$ cat config.mk
export PLATFORM = sky130hd
export DESIGN_NAME = alu_pwm_gen
export DESIGN_NICKNAME = d
export VERILOG_FILES = /design/src/rtl/alu_pwm_pkg.sv /design/src/rtl/pwm_prescaler.sv /design/src/rtl/alu_pwm_gen.sv
export SDC_FILE = /design/constraint.sdc
export NUM_CORES = 1
export LEC_CHECK = 0
export CAP_MARGIN = 0
export CORE_UTILIZATION = 60
export CTS_BUF_LIST = sky130_fd_sc_hd__clkbuf_8
export DETAILED_ROUTE_END_ITERATION = 16
export DONT_BUFFER_PORTS = 1
export GPL_ROUTABILITY_DRIVEN = 0
export GPL_TIMING_DRIVEN = 0
export PLACE_DENSITY = 0.86
export SLEW_MARGIN = 20
export SYNTH_ARGS = -nofsm -noshare
export SYNTH_HDL_FRONTEND = slang
export SYNTH_SLANG_ARGS = --single-unit
$ cat constraint.sdc
create_clock -name clk -period 1.9 [get_ports clk]
set_input_delay 0.19 -clock clk [delete_from_list [all_inputs] [get_ports clk]]
set_output_delay 0.19 -clock clk [all_outputs]
set_load 0.005 [all_outputs]
$ cat src/rtl/alu_pwm_pkg.sv
// Shared widths, constants and FSM state type for the ALU-driven PWM generator.
package alu_pwm_pkg;
    localparam int DUTY_W = 8;
    localparam logic [DUTY_W-1:0] CNT_MAX = 8'hFF;

    typedef enum logic {IDLE, PENDING} pwm_state_t;
endpackage

$ cat src/rtl/pwm_prescaler.sv
// Free-running prescaler: tick is high on the last of every PRESC clocks.
module pwm_prescaler #(
    parameter int PRESC = 4
) (
    input  logic clk,
    input  logic rst,
    output logic tick
);
    localparam int PW = (PRESC > 1) ? $clog2(PRESC) : 1;
    localparam logic [PW-1:0] LAST = PW'(PRESC - 1);

    logic [PW-1:0] r_pcnt;

    always_ff @(posedge clk or posedge rst) begin
        if (rst)
            r_pcnt <= '0;
        else if (r_pcnt == LAST)
            r_pcnt <= '0;
        else
            r_pcnt <= r_pcnt + 1'b1;
    end

    assign tick = (r_pcnt == LAST);
endmodule

$ cat src/rtl/alu_pwm_gen.sv
// PWM generator fed by the ALU result bus; duty is double-buffered and committed on period wrap.
// Optional flag filter on capture enabled by macro ALU_PWM_FLAG_GUARD_EN.
module alu_pwm_gen
    import alu_pwm_pkg::*;
#(
    parameter int PRESC = 4
) (
    input  logic              clk,
    input  logic              rst,
    input  logic [DUTY_W-1:0] num,
    input  logic              neg,
    input  logic              cero,
    input  logic              carry,
    input  logic              des,
    input  logic              load,
    output logic              load_ack,
    output logic              pwm_out,
    output logic              period_end,
    output logic [DUTY_W-1:0] duty
);
    pwm_state_t        r_state, w_state_nxt;
    logic [DUTY_W-1:0] r_cnt;
    logic [DUTY_W-1:0] r_duty_active;
    logic [DUTY_W-1:0] r_duty_pending;
    logic              r_pwm_out;
    logic              r_load_ack;
    logic              r_period_end;
    logic              w_tick;
    logic              w_commit;
    logic [DUTY_W-1:0] w_filtered;
    logic              w_unused_flags;

    pwm_prescaler #(.PRESC(PRESC)) u_presc (
        .clk  (clk),
        .rst  (rst),
        .tick (w_tick)
    );

`ifdef ALU_PWM_FLAG_GUARD_EN
    // Negative results clamp off, overflowed results clamp to maximum.
    assign w_filtered     = neg ? '0 : (des ? CNT_MAX : num);
    assign w_unused_flags = ^{cero, carry};
`else
    assign w_filtered     = num;
    assign w_unused_flags = ^{cero, carry, neg, des};
`endif

    assign w_commit = w_tick && (r_cnt == CNT_MAX);

    always_comb begin
        w_state_nxt = r_state;
        case (r_state)
            IDLE:    if (load) w_state_nxt = PENDING;
            PENDING: if (w_commit && !load) w_state_nxt = IDLE;
            default: w_state_nxt = IDLE;
        endcase
    end

    always_ff @(posedge clk or posedge rst) begin
        if (rst) begin
            r_state        <= IDLE;
            r_cnt          <= '0;
            r_duty_active  <= '0;
            r_duty_pending <= '0;
            r_pwm_out      <= 1'b0;
            r_load_ack     <= 1'b0;
            r_period_end   <= 1'b0;
        end else begin
            r_state <= w_state_nxt;
            if (w_tick)
                r_cnt <= r_cnt + 1'b1;
            if (load)
                r_duty_pending <= w_filtered;
            // A load on the commit edge still commits the previously pending value.
            if (w_commit && r_state == PENDING)
                r_duty_active <= r_duty_pending;
            r_pwm_out    <= (r_cnt < r_duty_active);
            r_load_ack   <= load;
            r_period_end <= w_commit;
        end
    end

    assign pwm_out    = r_pwm_out;
    assign load_ack   = r_load_ack;
    assign period_end = r_period_end;
    assign duty       = r_duty_active;
endmodule

==> run_results.csv, run 1 <==
group,metric,value,unit
floorplanning,core_area,2042,um2
sta,final.setup.tns,0,ns
yosys,ys_ff_latch,30,
clock_tree,insertion_delay,0.28,ns
place,portBuffers,0,
global_route,antenna_found_initial,0,
critical_path,crit_buf_inv,0,
clock_tree,clock-sinks,30,
finish,drive_gt1_share,27.10,%
min_path,holdPathStages,1,
route,wirelength,2.137,mm
min_path,hp-class,"in2reg",
clock_tree,cts_buffers,5,
finish,nets,130,
min_path,whs_endpoint,"r_duty_pending[5]",
yosys,synthCells,97,
critical_path,rr_worst_depth,5,
finish,synthToLayoutAreaGrowth,10.76,%
pwr,power_density,812.4,nW/um2
clock_tree,clock_path_buffers,2,
pwr,p_total,1.214,mW
critical_path,critical_path_class,"reg2reg",
pwr,p_leak,0.6939,nW
global_route,grt_pass1_vias,844,
critical_path,r2r_end,"duty[0]",
sta,slew_headroom,60.48,%
critical_path,crit_path_max_fanout,8,
yosys,syn_nets,121,
critical_path,crit_chain,"ha_1 > nand4_1 > nor2_4 > nand2_4 > mux2_4",
sta,clock_skew,0.005850,ns
critical_path,path_delay_family,"simple AND/OR/NAND/NOR gates",
sta,fmax,608.6,MHz
floorplanning,fp.dieH,49.41,um
route,routedWlPerCell,15.95,um
route,drc,0,
sta,drv_slew,0,
pwr,p_int,0.9625,mW
route,viasPerCell,5.664,
sta,setup_viol,0,
floorplanning,ios,26,
critical_path,cp.arrival,1.80,ns
route,vias,759,
global_route,grt.total_usage,20.62,%
sta,finalCritPeriodShare,86.48,%
place,post-dp-hpwl,1.531,mm
pwr,power_frac_clock,41.7,%
sta,fin_crit,1.643,ns
global_route,overflow,0,
yosys,syn-mean-instance-area,13.91,um2
clock_tree,post_cts_buffers,0,
pwr,pwr-share-comb,3.3,%
critical_path,cp.required,2.06,ns
finish,antenna_cells,0,
floorplanning,die_w,49.41,um
job,drv_cap,0,
clock_tree,clkTransAtPathRegs,0.06,ns
critical_path,rrSetupSlack,0.26,ns
global_route,grt_max_degree,31,
route,ant_nets,0,
route,drt_iter0_drc,6,
floorplanning,initial_core_util,66.05,%
critical_path,slowest_stage,"dfrtp_1",
min_path,hold_start,"num[5]",
sta,finalHoldViolCount,0,
clock_tree,cts_tree,"done",
sta,grt_setup_unrepaired,"no",
floorplanning,die_area,2441,um2
pwr,swShare,20.69,%
clock_tree,htree_levels,2,
pwr,power_switching,0.2510,mW
critical_path,max_stage_delay,0.45,ns
critical_path,end_kind,"flop",
route,firstDrtPassIters,2,
clock_tree,clockRootBuffer,"clkbuf_8",
yosys,synth_area,1349,um2
pwr,vdd_ir_drop_max,0.6473,mV
yosys,seq_area_frac_synth,55.66,%
global_route,grt_pass1_wl,3.560,mm
critical_path,worstReg2RegStart,"r_cnt[1]",
yosys,yosys_warnings,0,
run_status,status,"finished clean",
pwr,seqPwrFrac,55.0,%
yosys,synth_cell_types,22,
sta,tightest_slew,0.5919,ns
critical_path,start_kind,"flop",
floorplanning,rows,16,
==> layout by cell type (no fill, tap or decap), types with 3 or more instances in the layout <==
cell	n
dfrtp_1	30
mux2_2	9
inv_1	9
ha_1	9
mux2_4	8
xnor2_1	6
clkbuf_8	6
nand4_1	4
nor2_1	3
nand2_1	3
==> sequential cells by signal (all words and copies together) (netlist names) <==
| name | cells |
|---|---|
| load_ack | 1 |
| period_end | 1 |
| r_duty_pending | 8 |
| duty | 8 |
| r_state | 1 |
| u_presc.r_pcnt | 2 |
| r_cnt | 8 |
| pwm_out | 1 |
==> worst max path at each step <==
| stage | slack (ns) | from | end | cells past startpoint |
|---|---|---|---|---|
| global placement | 0.33 | r_cnt[0] | duty[4] | 5 |
| finish | 0.26 | r_cnt[1] | duty[0] | 5 |
| detailed placement | 0.26 | r_cnt[0] | duty[0] | 5 |
| global route | 0.18 | r_cnt[1] | duty[0] | 5 |
| CTS | 0.24 | r_cnt[1] | duty[0] | 5 |
| floorplan | 0.48 | r_cnt[0] | duty[0] | 5 |
==> cell usage after synthesis <==
library cell	number	area share (%)
xnor2_1	6	3.9
clkbuf_1	1	0.28
ha_1	9	8.3
nor2_1	3	0.83
a21o_1	2	1.1
o211ai_1	1	0.56
nor2_4	1	0.83
nand2_1	3	0.83
nand4_4	1	1.6
o21ai_0	2	0.74
nand2_4	1	0.83
mux2_4	8	8.9
buf_4	1	0.56
inv_1	9	2.5
a211oi_1	1	0.56
dfrtp_1	30	56
mux2_2	9	7.5
nand4_1	4	1.9
nand2b_1	2	0.93
xor2_1	1	0.65
a41oi_1	1	0.65
a21oi_1	1	0.37
==> final cells by class <==
type | count | area [um2]
multi-input cells | 56 | 553.0
flip-flops and latches | 30 | 750.7
inverters | 9 | 33.78
clock inverters | 2 | 8.758
plain buffers | 2 | 11.26
clock buffers | 6 | 82.58
fillers | 136 | 548.0
repair buffers | 2 | 20.02
well taps | 27 | 33.78
==> through the flow <==
stage / utilization, % / worst slack [ns] / hold WS, ns / area (um2) / std cells
floorplan: - / 0.4754 / 0.2214 / 1349 / 97
global placement: 67.71 / 0.3282 / 0.2215 / 1383 / 124
detailed placement: 67.71 / 0.2579 / 0.2215 / 1383 / 124
CTS: 72.67 / 0.2398 / 0.05461 / 1484 / 133
global route: 73.16 / 0.1767 / 0.05006 / 1494 / 134
finish: 73.16 / 0.2568 / 0.06227 / 1494 / 134
==> routing by layer <==
layer  vias up  GRT usage [%]  share of wire (%)
met3         3          9.034                5.6
met5         -              0                  0
li1        350              -                  -
met4         0          12.38                1.6
met1       383          20.70                 39
met2        23          34.93                 53
==> repair_timing <==
action                                  CTS  global route
gates resized for setup                   0             0
hold endpoints to repair                  1            30
hold buffers                              1             1
endpoints found under the setup margin    0             0
==> power by group through the flow <==
| stage | clock, mW | sequential, mW | combinational [mW] |
|---|---|---|---|
| finish | 0.506 | 0.668 | 0.0399 |
| global route | 0.544 | 0.669 | 0.0442 |
| CTS | 0.522 | 0.668 | 0.0388 |
| detailed placement | 0 | 0.679 | 0.0373 |
| global placement | 0 | 0.677 | 0.0349 |
| floorplan | 0 | 0.675 | 0.0309 |
==> kinds of logic after synthesis <==
logic type                 share of synthesized area [%]
adders and majority gates                          8.349
xor gates and xnor gates                           4.546
muxes                                              16.42
and+or+nand+nor                                    7.699
buffers and inverters                              3.339
DFF                                                55.66
AOI/OAI and AO/OA                                  3.989
(Power assumes the default switching activity.)
==> inputs of run 2 (changes only) <==
--- a/config.mk
+++ b/config.mk
@@ -6,8 +6,10 @@
 export NUM_CORES = 1
 export LEC_CHECK = 0
 export CAP_MARGIN = 0
+export CORE_MARGIN = 1.5
 export CORE_UTILIZATION = 60
 export CTS_BUF_LIST = sky130_fd_sc_hd__clkbuf_8
+export CTS_CLUSTER_SIZE = 40
 export DETAILED_ROUTE_END_ITERATION = 16
 export DONT_BUFFER_PORTS = 1
 export GPL_ROUTABILITY_DRIVEN = 0
==> run_results.csv, run 2 (synthesis results as in run 1) <==
group,metric,value,unit
run_status,status,"finished clean",
sta,finalHoldViolCount,0,
route,drt_iter0_drc,3,
critical_path,cp.arrival,1.80,ns
clock_tree,cts_resized,0,
critical_path,critical_path.startpoint,"r_cnt[1]",
critical_path,max_stage_delay,0.45,ns
pwr,vdd_ir_drop_max,0.7192,mV
sta,fin_ws,0.2550,ns
critical_path,critical_path_class,"reg2reg",
place,place_inst,124,
global_route,grt_pass1_vias,833,
route,ant_nets,0,
floorplanning,die_w,50.41,um
clock_tree,cts_buffers,5,
sta,slew_headroom,60.77,%
critical_path,crit_buf_inv,0,
critical_path,path_delay_family,"simple AND/OR/NAND/NOR gates",
clock_tree,clkTransAtPathRegs,0.06,ns
critical_path,rrSetupSlack,0.25,ns
critical_path,crit_path_max_fanout,8,
sta,fmax,607.9,MHz
place,post-dp-hpwl,1.529,mm
route,vias,740,
route,route.top_layer_used,"met4",
sta,drv_slew,0,
critical_path,path_depth,5,
global_route,grt_pass1_wl,3.670,mm
pwr,p_total,1.157,mW
route,drc,0,
global_route,grt_max_degree,31,
min_path,hp-class,"in2reg",
route,wirelength,2.138,mm
route,firstDrtPassIters,4,
sta,hold-worst-slack,0.06230,ns
route,route.met3.wl,133,um
global_route,overflow,0,
critical_path,rr_worst_depth,5,
critical_path,end_kind,"flop",
finish,antenna_cells,0,
clock_tree,htree_levels,2,
global_route,grt.total_usage,20.72,%
clock_tree,insertion_delay,0.28,ns
sta,tightest_slew,0.5876,ns
floorplanning,die_area,2541,um2
clock_tree,clock_path_buffers,2,
clock_tree,hold_buffers,1,
finish,nets,130,
critical_path,r2r_end,"duty[0]",
floorplanning,core_area,2042,um2
critical_path,worstReg2RegStart,"r_cnt[1]",
floorplanning,ios,26,
critical_path,start_kind,"flop",
floorplanning,initial_core_util,66.05,%
place,portBuffers,0,
route,viasPerCell,5.564,
sta,setup_viol,0,
finish,regArea,750.7,um2
floorplanning,rows,16,
finish,synthToLayoutAreaGrowth,9.648,%
clock_tree,clock-sinks,30,
route,wl_met1,916,um
route,routedWlPerCell,16.08,um
global_route,antenna_found_initial,0,
sta,fin_crit,1.645,ns
finish,final_cell_mix,"30 x dfrtp_1, 10 x inv_1, 9 x mux2_2, 9 x ha_1, 8 x mux2_4",
critical_path,crit_path_end,"duty[0]",
floorplanning,fp.dieH,50.41,um
clock_tree,clockRootBuffer,"clkbuf_8",
finish,mostFrequentLayoutCell,"dfrtp_1",
clock_tree,cts_tree,"done",
place,dpl_worst_slack,0.2503,ns
sta,finalCritPeriodShare,86.58,%
critical_path,cp.required,2.06,ns
finish,multiInputGateArea,553.0,um2
finish,drive_gt1_share,25.47,%
sta,clock_skew,0.003826,ns
route,wl_met2,1.054,mm
sta,grt_setup_unrepaired,"no",
sta,final.setup.tns,0,ns
clock_tree,post_cts_buffers,0,
finish,instances_no_fill,133,
finish,nFillCells,140,
pwr,power_density,782.1,nW/um2
pwr,p_leak,0.6881,nW
job,drv_cap,0,
critical_path,slowest_stage,"dfrtp_1",
critical_path,crit_chain,"ha_1 > nand4_1 > nor2_4 > nand2_4 > mux2_4",
==> run 2: cell types whose count changed in the layout (fill, tap and decap cells not counted) <==
cell	delta
clkinv_2	-1
inv_1	+1
clkbuf_8	-1
==> run 2: how the worst min path moves through the flow <==
stage | startpoint | depth (start not counted) | slack (ns) | end
floorplan | load | 0 | 0.22 | load_ack
global placement | load | 0 | 0.22 | load_ack
detailed placement | load | 0 | 0.22 | load_ack
CTS | num[5] | 1 | 0.06 | r_duty_pending[5]
global route | num[5] | 1 | 0.05 | r_duty_pending[5]
finish | num[5] | 1 | 0.06 | r_duty_pending[5]
==> run 2: where the power goes <==
part	switching, mW	internal, mW
combinational	0.0198	0.0194
sequential	0.0101	0.658
clock	0.210	0.240
==> run 2: stage by stage <==
stage	util (%)	cell area (um2)
2_1_floorplan	-	1349
4_1_cts	71.94	1469
3_3_place_gp	67.71	1383
3_5_place_dp	67.71	1383
5_1_grt	72.43	1479
6_report	72.43	1479
==> run 2: cell type report <==
| class | count | area share [%] |
|---|---|---|
| sequential | 30 | 50.76 |
| multi-input combinational | 56 | 37.39 |
| buffer | 2 | 0.7614 |
| timing repair buffer | 2 | 1.354 |
| inverter | 9 | 2.284 |
| clock buffer | 5 | 4.653 |
| clock inverter | 2 | 0.5076 |
| tap | 27 | 2.284 |
==> run 2: per-layer routing <==
| metal | global-route usage, % | vias up |
|---|---|---|
| met3 | 8.631 | 4 |
| li1 | - | 348 |
| met5 | 0 | - |
| met4 | 12.61 | 0 |
| met2 | 34.87 | 21 |
| met1 | 21.29 | 367 |
